**src/rtl/baud_pkg.sv**
```systemverilog
// Shared constants for the baud generator: bus register map and
// parameter legality limits.
package baud_pkg;

    localparam logic [1:0] IOADDR_DIV_LO = 2'b10;
    localparam logic [1:0] IOADDR_DIV_HI = 2'b11;
    localparam logic       IORW_WRITE    = 1'b0;

    localparam int DIV_WIDTH_MIN  = 9;
    localparam int DIV_WIDTH_MAX  = 16;
    localparam int OVERSAMPLE_MIN = 1;
    localparam int OVERSAMPLE_MAX = 256;

    function automatic int os_width(input int os);
        return (os > 1) ? $clog2(os) : 1;
    endfunction

endpackage

```
**src/rtl/baud_gen_os_if.sv**
```systemverilog
// I/O bus, receiver resync request and tick outputs of the baud generator.
// master = bus side, slave = generator side.
interface baud_gen_os_if;

    logic       iocs;
    logic       iorw;
    logic [1:0] ioaddr;
    logic [7:0] data;
    logic       sync_rx;
    logic       rxenable;
    logic       txenable;
    logic       running;

    modport master (
        output iocs, iorw, ioaddr, data, sync_rx,
        input  rxenable, txenable, running
    );

    modport slave (
        input  iocs, iorw, ioaddr, data, sync_rx,
        output rxenable, txenable, running
    );

endinterface

```
**src/rtl/baud_down_counter.sv**
```systemverilog
// Loadable down counter with zero flag; load wins over decrement.
module baud_down_counter #(
    parameter int               WIDTH   = 8,
    parameter logic [WIDTH-1:0] RST_VAL = '0
) (
    input  logic             clk,
    input  logic             rst,
    input  logic             load,
    input  logic [WIDTH-1:0] load_val,
    input  logic             dec,
    output logic [WIDTH-1:0] count,
    output logic             zero
);

    logic [WIDTH-1:0] r_count;

    always_ff @(posedge clk) begin
        if (!rst) begin
            r_count <= RST_VAL;
        end else if (load) begin
            r_count <= load_val;
        end else if (dec) begin
            r_count <= r_count - WIDTH'(1);
        end
    end

    assign count = r_count;
    assign zero  = (r_count == '0);

endmodule

```
**src/rtl/baud_gen_os.sv**
```systemverilog
// Baud-rate generator: divisor-programmed rx oversample tick and tx bit tick,
// atomic two-byte divisor commit, receiver phase resync, idle at divisor 0.
module baud_gen_os
    import baud_pkg::*;
#(
    parameter int DIV_WIDTH   = 16,
    parameter int OVERSAMPLE  = 16,
    parameter int DEFAULT_DIV = 0
) (
    input logic          clk,
    input logic          rst,
    baud_gen_os_if.slave bus
);

    localparam int                   OS_W    = os_width(OVERSAMPLE);
    localparam logic [OS_W-1:0]      OS_TOP  = OS_W'(OVERSAMPLE - 1);
    localparam logic [DIV_WIDTH-1:0] DIV_RST = DIV_WIDTH'(DEFAULT_DIV);

    if (DIV_WIDTH < DIV_WIDTH_MIN || DIV_WIDTH > DIV_WIDTH_MAX ||
        OVERSAMPLE < OVERSAMPLE_MIN || OVERSAMPLE > OVERSAMPLE_MAX)
    begin : g_bad_params
        $error("baud_gen_os: DIV_WIDTH or OVERSAMPLE out of range");
    end

    logic [7:0]           r_lo_hold;
    logic [DIV_WIDTH-1:0] r_div;
    logic                 r_rx;
    logic                 r_tx;

    logic                 w_wr;
    logic                 w_wr_lo;
    logic                 w_commit;
    logic                 w_running;
    logic                 w_sync;
    logic                 w_tick;
    logic [DIV_WIDTH-1:0] w_new_div;
    logic [DIV_WIDTH-1:0] w_cnt;
    logic [DIV_WIDTH-1:0] w_cnt_ld_val;
    logic                 w_cnt_zero;
    logic                 w_cnt_load;
    logic                 w_cnt_dec;
    logic [OS_W-1:0]      w_os;
    logic                 w_os_zero;
    logic                 w_os_load;
    logic                 w_os_dec;
    logic                 w_unused;

    assign w_wr      = bus.iocs & (bus.iorw == IORW_WRITE);
    assign w_wr_lo   = w_wr & (bus.ioaddr == IOADDR_DIV_LO);
    assign w_commit  = w_wr & (bus.ioaddr == IOADDR_DIV_HI);
    assign w_new_div = {bus.data[DIV_WIDTH-9:0], r_lo_hold};
    assign w_running = |r_div;

    // Commit outranks resync; both restart phase, so neither may tick.
    assign w_sync = w_running & bus.sync_rx & ~w_commit;
    assign w_tick = w_running & w_cnt_zero & ~w_commit & ~bus.sync_rx;

    assign w_cnt_load   = w_commit | w_sync | w_tick;
    assign w_cnt_ld_val = w_commit ? w_new_div : r_div;
    assign w_cnt_dec    = w_running & ~w_cnt_zero;

    assign w_os_load = w_commit | w_sync | (w_tick & w_os_zero);
    assign w_os_dec  = w_tick & ~w_os_zero;

    always_ff @(posedge clk) begin
        if (!rst) begin
            r_div     <= DIV_RST;
            r_lo_hold <= '0;
        end else begin
            if (w_commit) r_div <= w_new_div;
            if (w_wr_lo) r_lo_hold <= bus.data;
        end
    end

    always_ff @(posedge clk) begin
        if (!rst) begin
            r_rx <= 1'b0;
            r_tx <= 1'b0;
        end else begin
            r_rx <= w_tick;
            r_tx <= w_tick & w_os_zero;
        end
    end

    baud_down_counter #(
        .WIDTH   (DIV_WIDTH),
        .RST_VAL (DIV_RST)
    ) u_cnt (
        .clk      (clk),
        .rst      (rst),
        .load     (w_cnt_load),
        .load_val (w_cnt_ld_val),
        .dec      (w_cnt_dec),
        .count    (w_cnt),
        .zero     (w_cnt_zero)
    );

    baud_down_counter #(
        .WIDTH   (OS_W),
        .RST_VAL (OS_TOP)
    ) u_os_cnt (
        .clk      (clk),
        .rst      (rst),
        .load     (w_os_load),
        .load_val (OS_TOP),
        .dec      (w_os_dec),
        .count    (w_os),
        .zero     (w_os_zero)
    );

    assign w_unused = ^{w_cnt, w_os};

    assign bus.rxenable = r_rx;
    assign bus.txenable = r_tx;
    assign bus.running  = w_running;

endmodule

```
**src/flat_wrapper.sv**
```systemverilog
// flat-port wrapper written by rule: the top's interface ports become plain ports
module baud_gen_os_flat import baud_pkg::*;
#(
    parameter int DIV_WIDTH   = 16,
    parameter int OVERSAMPLE  = 16,
    parameter int DEFAULT_DIV = 0
)
  (clk, rst, bus_iocs, bus_iorw, bus_ioaddr, bus_data, bus_sync_rx, bus_rxenable, bus_txenable, bus_running);
  baud_gen_os_if bus_i ();
  input logic clk;
  input logic rst;
  input wire logic [$bits(bus_i.iocs)-1:0] bus_iocs;
  input wire logic [$bits(bus_i.iorw)-1:0] bus_iorw;
  input wire logic [$bits(bus_i.ioaddr)-1:0] bus_ioaddr;
  input wire logic [$bits(bus_i.data)-1:0] bus_data;
  input wire logic [$bits(bus_i.sync_rx)-1:0] bus_sync_rx;
  output wire logic [$bits(bus_i.rxenable)-1:0] bus_rxenable;
  output wire logic [$bits(bus_i.txenable)-1:0] bus_txenable;
  output wire logic [$bits(bus_i.running)-1:0] bus_running;
  assign bus_i.iocs = bus_iocs;
  assign bus_i.iorw = bus_iorw;
  assign bus_i.ioaddr = bus_ioaddr;
  assign bus_i.data = bus_data;
  assign bus_i.sync_rx = bus_sync_rx;
  assign bus_rxenable = bus_i.rxenable;
  assign bus_txenable = bus_i.txenable;
  assign bus_running = bus_i.running;
  baud_gen_os #(.DIV_WIDTH(DIV_WIDTH), .OVERSAMPLE(OVERSAMPLE), .DEFAULT_DIV(DEFAULT_DIV)) u_core (.clk(clk), .rst(rst), .bus(bus_i));
endmodule
```
**config.mk**
```make
export PLATFORM = sky130hd
export DESIGN_NAME = baud_gen_os_flat
export DESIGN_NICKNAME = d
export VERILOG_FILES = /design/src/rtl/baud_pkg.sv /design/src/rtl/baud_gen_os_if.sv /design/src/rtl/baud_down_counter.sv /design/src/rtl/baud_gen_os.sv /design/src/flat_wrapper.sv
export SDC_FILE = /design/constraint.sdc
export NUM_CORES = 1
export LEC_CHECK = 0
export ABC_AREA = 0
export CAP_MARGIN = 25
export CORE_ASPECT_RATIO = 1.25
export CORE_UTILIZATION = 55
export DETAILED_ROUTE_END_ITERATION = 10
export PLACE_DENSITY_LB_ADDON = 0.2
export SLEW_MARGIN = 20
export SYNTH_ARGS = -nofsm -noshare
export SYNTH_HDL_FRONTEND = slang
export SYNTH_HIERARCHICAL = 1
export SYNTH_SLANG_ARGS = --single-unit
```
**constraint.sdc**
```tcl
create_clock -name clk -period 3.6 [get_ports clk]
set_input_delay 0.54 -clock clk [delete_from_list [all_inputs] [get_ports clk]]
set_output_delay 0.54 -clock clk [all_outputs]
set_load 0.1 [all_outputs]
```
After elaboration in Yosys (flattened, before gate mapping) --
Cells that the tools add are included.
Word-level totals: register bits after elaboration 46
Cells by class: add/subtract/negate cells 2, equality and inequality tests 2, mux-type cells 3, bitwise gates (word level) 20, reduce and logical (&&, ||, !) cells 5
Operator list (number):
- two-way mux 16 bit | 3
- logical NOT 16 bit | 1
- OR reduction 16 bit | 1
- subtractor 16 x 1 -> 16 bit, second input constant | 1
- bitwise AND 1 bit | 11
- inverter 1 bit | 6
- equality test 2 bit, second input constant | 2
- logical NOT 4 bit | 1
- subtractor 4 x 1 -> 4 bit, second input constant | 1
- bitwise OR 1 bit | 3
- nonzero test 2 bit | 1
- OR reduction 2 bit | 1

Logic depth before layout (Yosys ltp) --
depth after elaboration 9, depth in mapped cells 10

By module --
The synthesis kept the hierarchy.
By module, submodules not included:
- baud_gen_os | times used 1, cells each 99, area an instance 1121.1 µm², seq. area each 520.5 µm²
- baud_down_counter at u_core.u_cnt | times used 1, cells each 100, area an instance 882.1 µm², seq. area each 320.3 µm²
- baud_down_counter at u_core.u_os_cnt | times used 1, cells each 26, area an instance 246.5 µm², seq. area each 80.1 µm²

Worst setup path after synthesis --
No wires, ideal clock.
path type register to register, start register u_core.u_cnt.r_count[5], in the netlist u_core/u_cnt/count[5], end register u_core.u_cnt.r_count[10], in the netlist u_core/u_cnt/count[10], arrival time 2915 ps, path slack 553 ps, stages on the path, launching flop included 11, buffers on the path 2, period minus slack after synthesis 3047 ps, path through dfxtp_1 -> or4_4 -> buf_6 -> or4b_4 -> nor3_2 -> nor2_1 -> o21ai_0 -> clkinv_1 -> clkbuf_1 -> o21ai_0 -> a21oi_1
Between the ends: word-level cells in the longest chain between the ends 6
Ends and longest elaborated chain:
- start, declared | line baud_down_counter.sv:15 | logic [WIDTH-1:0] r_count;
- start signal, assigned | line baud_down_counter.sv:21 | r_count <= load_val;
- start signal, assigned | line baud_down_counter.sv:23 | r_count <= r_count - WIDTH'(1);
- logical NOT 16 bit * | line baud_down_counter.sv:28 | assign zero = (r_count == '0);
- net u_core.w_cnt_zero | line baud_gen_os.sv:39 | logic w_cnt_zero;
- bitwise AND 1 bit * (3 in a row) | line baud_gen_os.sv:56 | assign w_tick = w_running & w_cnt_zero & ~w_commit & ~bus.sync_rx;
- bitwise OR 1 bit * | line baud_gen_os.sv:58 | assign w_cnt_load = w_commit | w_sync | w_tick;
- net u_core.w_cnt_load | line baud_gen_os.sv:40 | logic w_cnt_load;
- two-way mux 16 bit or nonzero test 2 bit (tied branches)
The timed path passes the listed nets; every way through them passes the cells marked *. The select of a mux whose other input is x is not followed. A chain may end at the register's enable or synchronous reset.

Worst setup path after layout --
start register u_core.u_cnt.r_count[5], in the netlist u_core/u_cnt/count[5], end register u_core.u_cnt.r_count[8], in the netlist u_core/u_cnt/count[8]
Same word-level chain as after synthesis.

==> flow_metrics.tcl <==
set metrics [dict create \
    grt_pass1_vias 1606 \
    synthDistinctLibCells 48 \
    path_buf_inv 2 \
    vias 1616 \
    wl_per_cell_um 14.0 \
    yosysWarnings 6 \
    fillCellCount 325 \
    dp.final_hpwl_um 3120 \
    io_buffers 17 \
    syn_area_um2 2250 \
    hold_path.class "flop to flop" \
    yosys_most_used_dff "dfxtp_1" \
    maxSlewHeadroom 0.354 \
    grt_most_used_layer "met2" \
    clkSinkCount 46 \
    synth_common_cells "dfxtp_1 (46), and2_1 (16), a21oi_1 (15)" \
    grt_start_max_net_pins 32 \
    start_util 0.585 \
    area_delta_synth_final_pct 15.7 \
    viasPerCell 5.37 \
    peakVddDrop_uv 391 \
    clkPwrFrac 0.320 \
    skew_ns 0.00560 \
    syn_area_per_cell_um2 10.0 \
    path_cells "or4_4, or4b_4, nor3_2, nor2_1, o21ai_0, clkinv_1, buf_4, o21ai_0, a21oi_1" \
    final_cells 301 \
    yosysSeqAreaShare 0.409 \
    fin_crit_sh 0.840 \
    cts_root_buf "clkbuf_8" \
    hold_end "u_core/r_lo_hold[1]" \
    r2r_cells 9 \
    critPathLaunchType "flop" \
    nets 263 \
    critical_path_arrival_ns 3.20 \
    r2r-end "u_core/u_cnt/count[8]" \
    endpoint_kind "flop" \
    cpPeakStageDelay_ns 0.64 \
    ys_ff_latch 46 \
    powerDensity_nw_per_um2 557 \
    gr-usage-met1 0.270 \
    synth_area_leader_cell "dfxtp_1" \
    cts_buffers 5 \
    setup_tns_ns 0 \
    placed_cells 293 \
    placed_area_um2 2460 \
    die_w_um 59.2 \
    drc_errors 0 \
    fp.dieH_um 73.5 \
    synthTopCellsByArea "dfxtp_1 (41%), mux2_4 (4.7%), mux2_2 (4.5%)" \
    crit_family "simple AND/OR/NAND/NOR gates" \
    sequentialPowerShare 0.419 \
    netSwitchingPower_w 0.000426 \
    gr-total-overflow 0 \
    yosysMostFrequentCell "dfxtp_1" \
    worst_pin_slew_ns 0.966 \
    fin_ws_ns 0.575 \
    io_pins 18 \
    routed_wl_um 4230 \
    synthArstFlopShare 0 \
    core_region_area_um2 3850 \
    synth_edf_count 0 \
    dr.pass1.iters 4 \
    gp_congestion 0.865 \
    status "finished, final reports clean" \
    diodes 0 \
    hp-start "u_core/r_lo_hold[1]" \
    use_met3 0.0370 \
    slowest_stage "or4_4" \
    holdPathStages 2 \
    path_class "flop to flop" \
    h-tree-depth 2 \
    syn_inst 225 \
    antenna_found_initial 0 \
    final-hold-violation-count 0 \
    crit_path_frequent_cell "o21ai_0" \
    rrSetupSlack_ns 0.57 \
    maxCapViolations 0 \
    drive_above_1_share 0.178 \
    clk_pin_slew_ns 0.08 \
    slew_viol_final 0 \
    row_count 25 \
    regArea_um2 921 \
    cts_resized 0 \
    clock_latency_ns 0.29 \
    holdBufCountCts 0 \
    power_frac_comb 0.261 \
    crit_fanout 16 \
    netSwitchingFraction 0.294 \
    p_leak_nw 1.03 \
    finalCriticalPeriod_ns 3.03 \
    pre_cts_slack_ns 0.600 \
    gr-usage-all-layers 0.217 \
    finalSetupViolations 0 \
    r2r-start "u_core/u_cnt/count[5]" \
    fmax_ghz 0.331 \
    ant_nets 0 \
    post_cts_buffers 0 \
    grt_pass1_wl_um 7200 \
    clock_path_buffers 2 \
    p_int_w 0.00102 \
    post-route-cell-area_um2 2600 \
    rsz0062_at_grt "no" \
    cts_tree "yes" \
    use_met2 0.380 \
    die_area_um2 4350 \
    first_iter_violations 48 \
    synth_top_area_frac 0.409 \
    worstPathRequired_ns 3.78 \
    multiInputGateArea_um2 1230 \
]
power groups by stage:
stage	clock network, W	registers (W)	logic (W)
finish	0.000465	0.000607	0.000378
CTS	0.000472	0.000606	0.000377
global route	0.000496	0.000615	0.000414
global placement	0	0.000616	0.000369
detailed placement	0	0.000617	0.000374
floorplan	0	0.000609	0.000317
registers in the layout (all words and copies together) (netlist names):
| signal | count |
|---|---|
| u_core/bus.txenable | 1 |
| u_core/r_lo_hold | 8 |
| u_core/u_os_cnt/count | 4 |
| u_core/u_cnt/count | 16 |
| u_core/bus.rxenable | 1 |
| u_core/r_div | 16 |
how the worst max path moves through the flow:
stage / startpoint / endpoint / depth (start not counted)
6_report: u_core/u_cnt/count[5] / u_core/u_cnt/count[8] / 9
5_1_grt: u_core/u_cnt/count[5] / u_core/u_cnt/count[15] / 9
4_1_cts: u_core/u_cnt/count[5] / u_core/u_cnt/count[8] / 9
3_5_place_dp: u_core/u_cnt/count[5] / u_core/u_cnt/count[8] / 9
3_3_place_gp: u_core/u_cnt/count[5] / u_core/u_cnt/count[13] / 9
2_1_floorplan: u_core/u_cnt/count[5] / u_core/u_cnt/count[10] / 10
cells in the final DEF (no fill, tap or decap), types with 2 or more instances in the layout:
cell / count
xor2_1: 2
or4_1: 3
nand3b_1: 2
a21oi_1: 15
ha_1: 2
nand2_1: 8
buf_4: 7
inv_1: 6
nor3_1: 4
mux2_2: 9
o211a_1: 2
nor2_1: 11
mux2i_1: 9
nor4_1: 4
clkbuf_8: 6
nor3b_1: 2
clkdlybuf4s50_1: 16
xnor2_1: 11
o211ai_1: 2
and2_1: 16
o21ai_0: 13
bufinv_16: 2
or3_1: 2
nor2b_1: 10
nor4_2: 5
nor3_2: 2
conb_1: 4
dfxtp_1: 46
mux2_4: 7
metrics by stage:
step                hold slack, ns  power [W]   util
finish                       0.524    0.00145  0.677
global route                 0.541    0.00152  0.677
CTS                          0.524    0.00146  0.677
detailed placement           0.504   0.000992  0.640
global placement             0.497   0.000985  0.640
floorplan                    0.473   0.000927      -
per-layer routing:
layer,wire length (um),share of wire
met5,0,0
met4,40,0.0095
met3,79,0.019
met2,2120,0.50
met1,1980,0.47
layout make-up:
type	count	area share
Timing Repair Buffer	23	0.0817
Clock buffer	6	0.0317
Tap cell	54	0.0259
Sequential cell	46	0.354
Clock inverter	2	0.0231
Multi-Input combinational cell	163	0.474
Inverter	7	0.0101
logic make-up (layout without fill, tap and decap cells):
kind of cell | after synthesis | after routing | synth area share
simple gates | 80 | 80 | 0.243
flops | 46 | 46 | 0.409
compound gates | 39 | 39 | 0.105
mux | 25 | 25 | 0.132
buf+inv | 19 | 38 | 0.0473
xor+xnor | 13 | 13 | 0.0506
fa+ha+maj | 2 | 2 | 0.0111
other cells | 1 | 4 | 0.00167
worst reg2reg max path: stages (launching register included):
cell	delay [ns]
dfxtp_1	0.34
or4_4	0.64
or4b_4	0.55
nor3_2	0.21
nor2_1	0.07
o21ai_0	0.22
clkinv_1	0.34
buf_4	0.30
o21ai_0	0.18
a21oi_1	0.06
No activity file was read; power rests on OpenSTA's default activity.
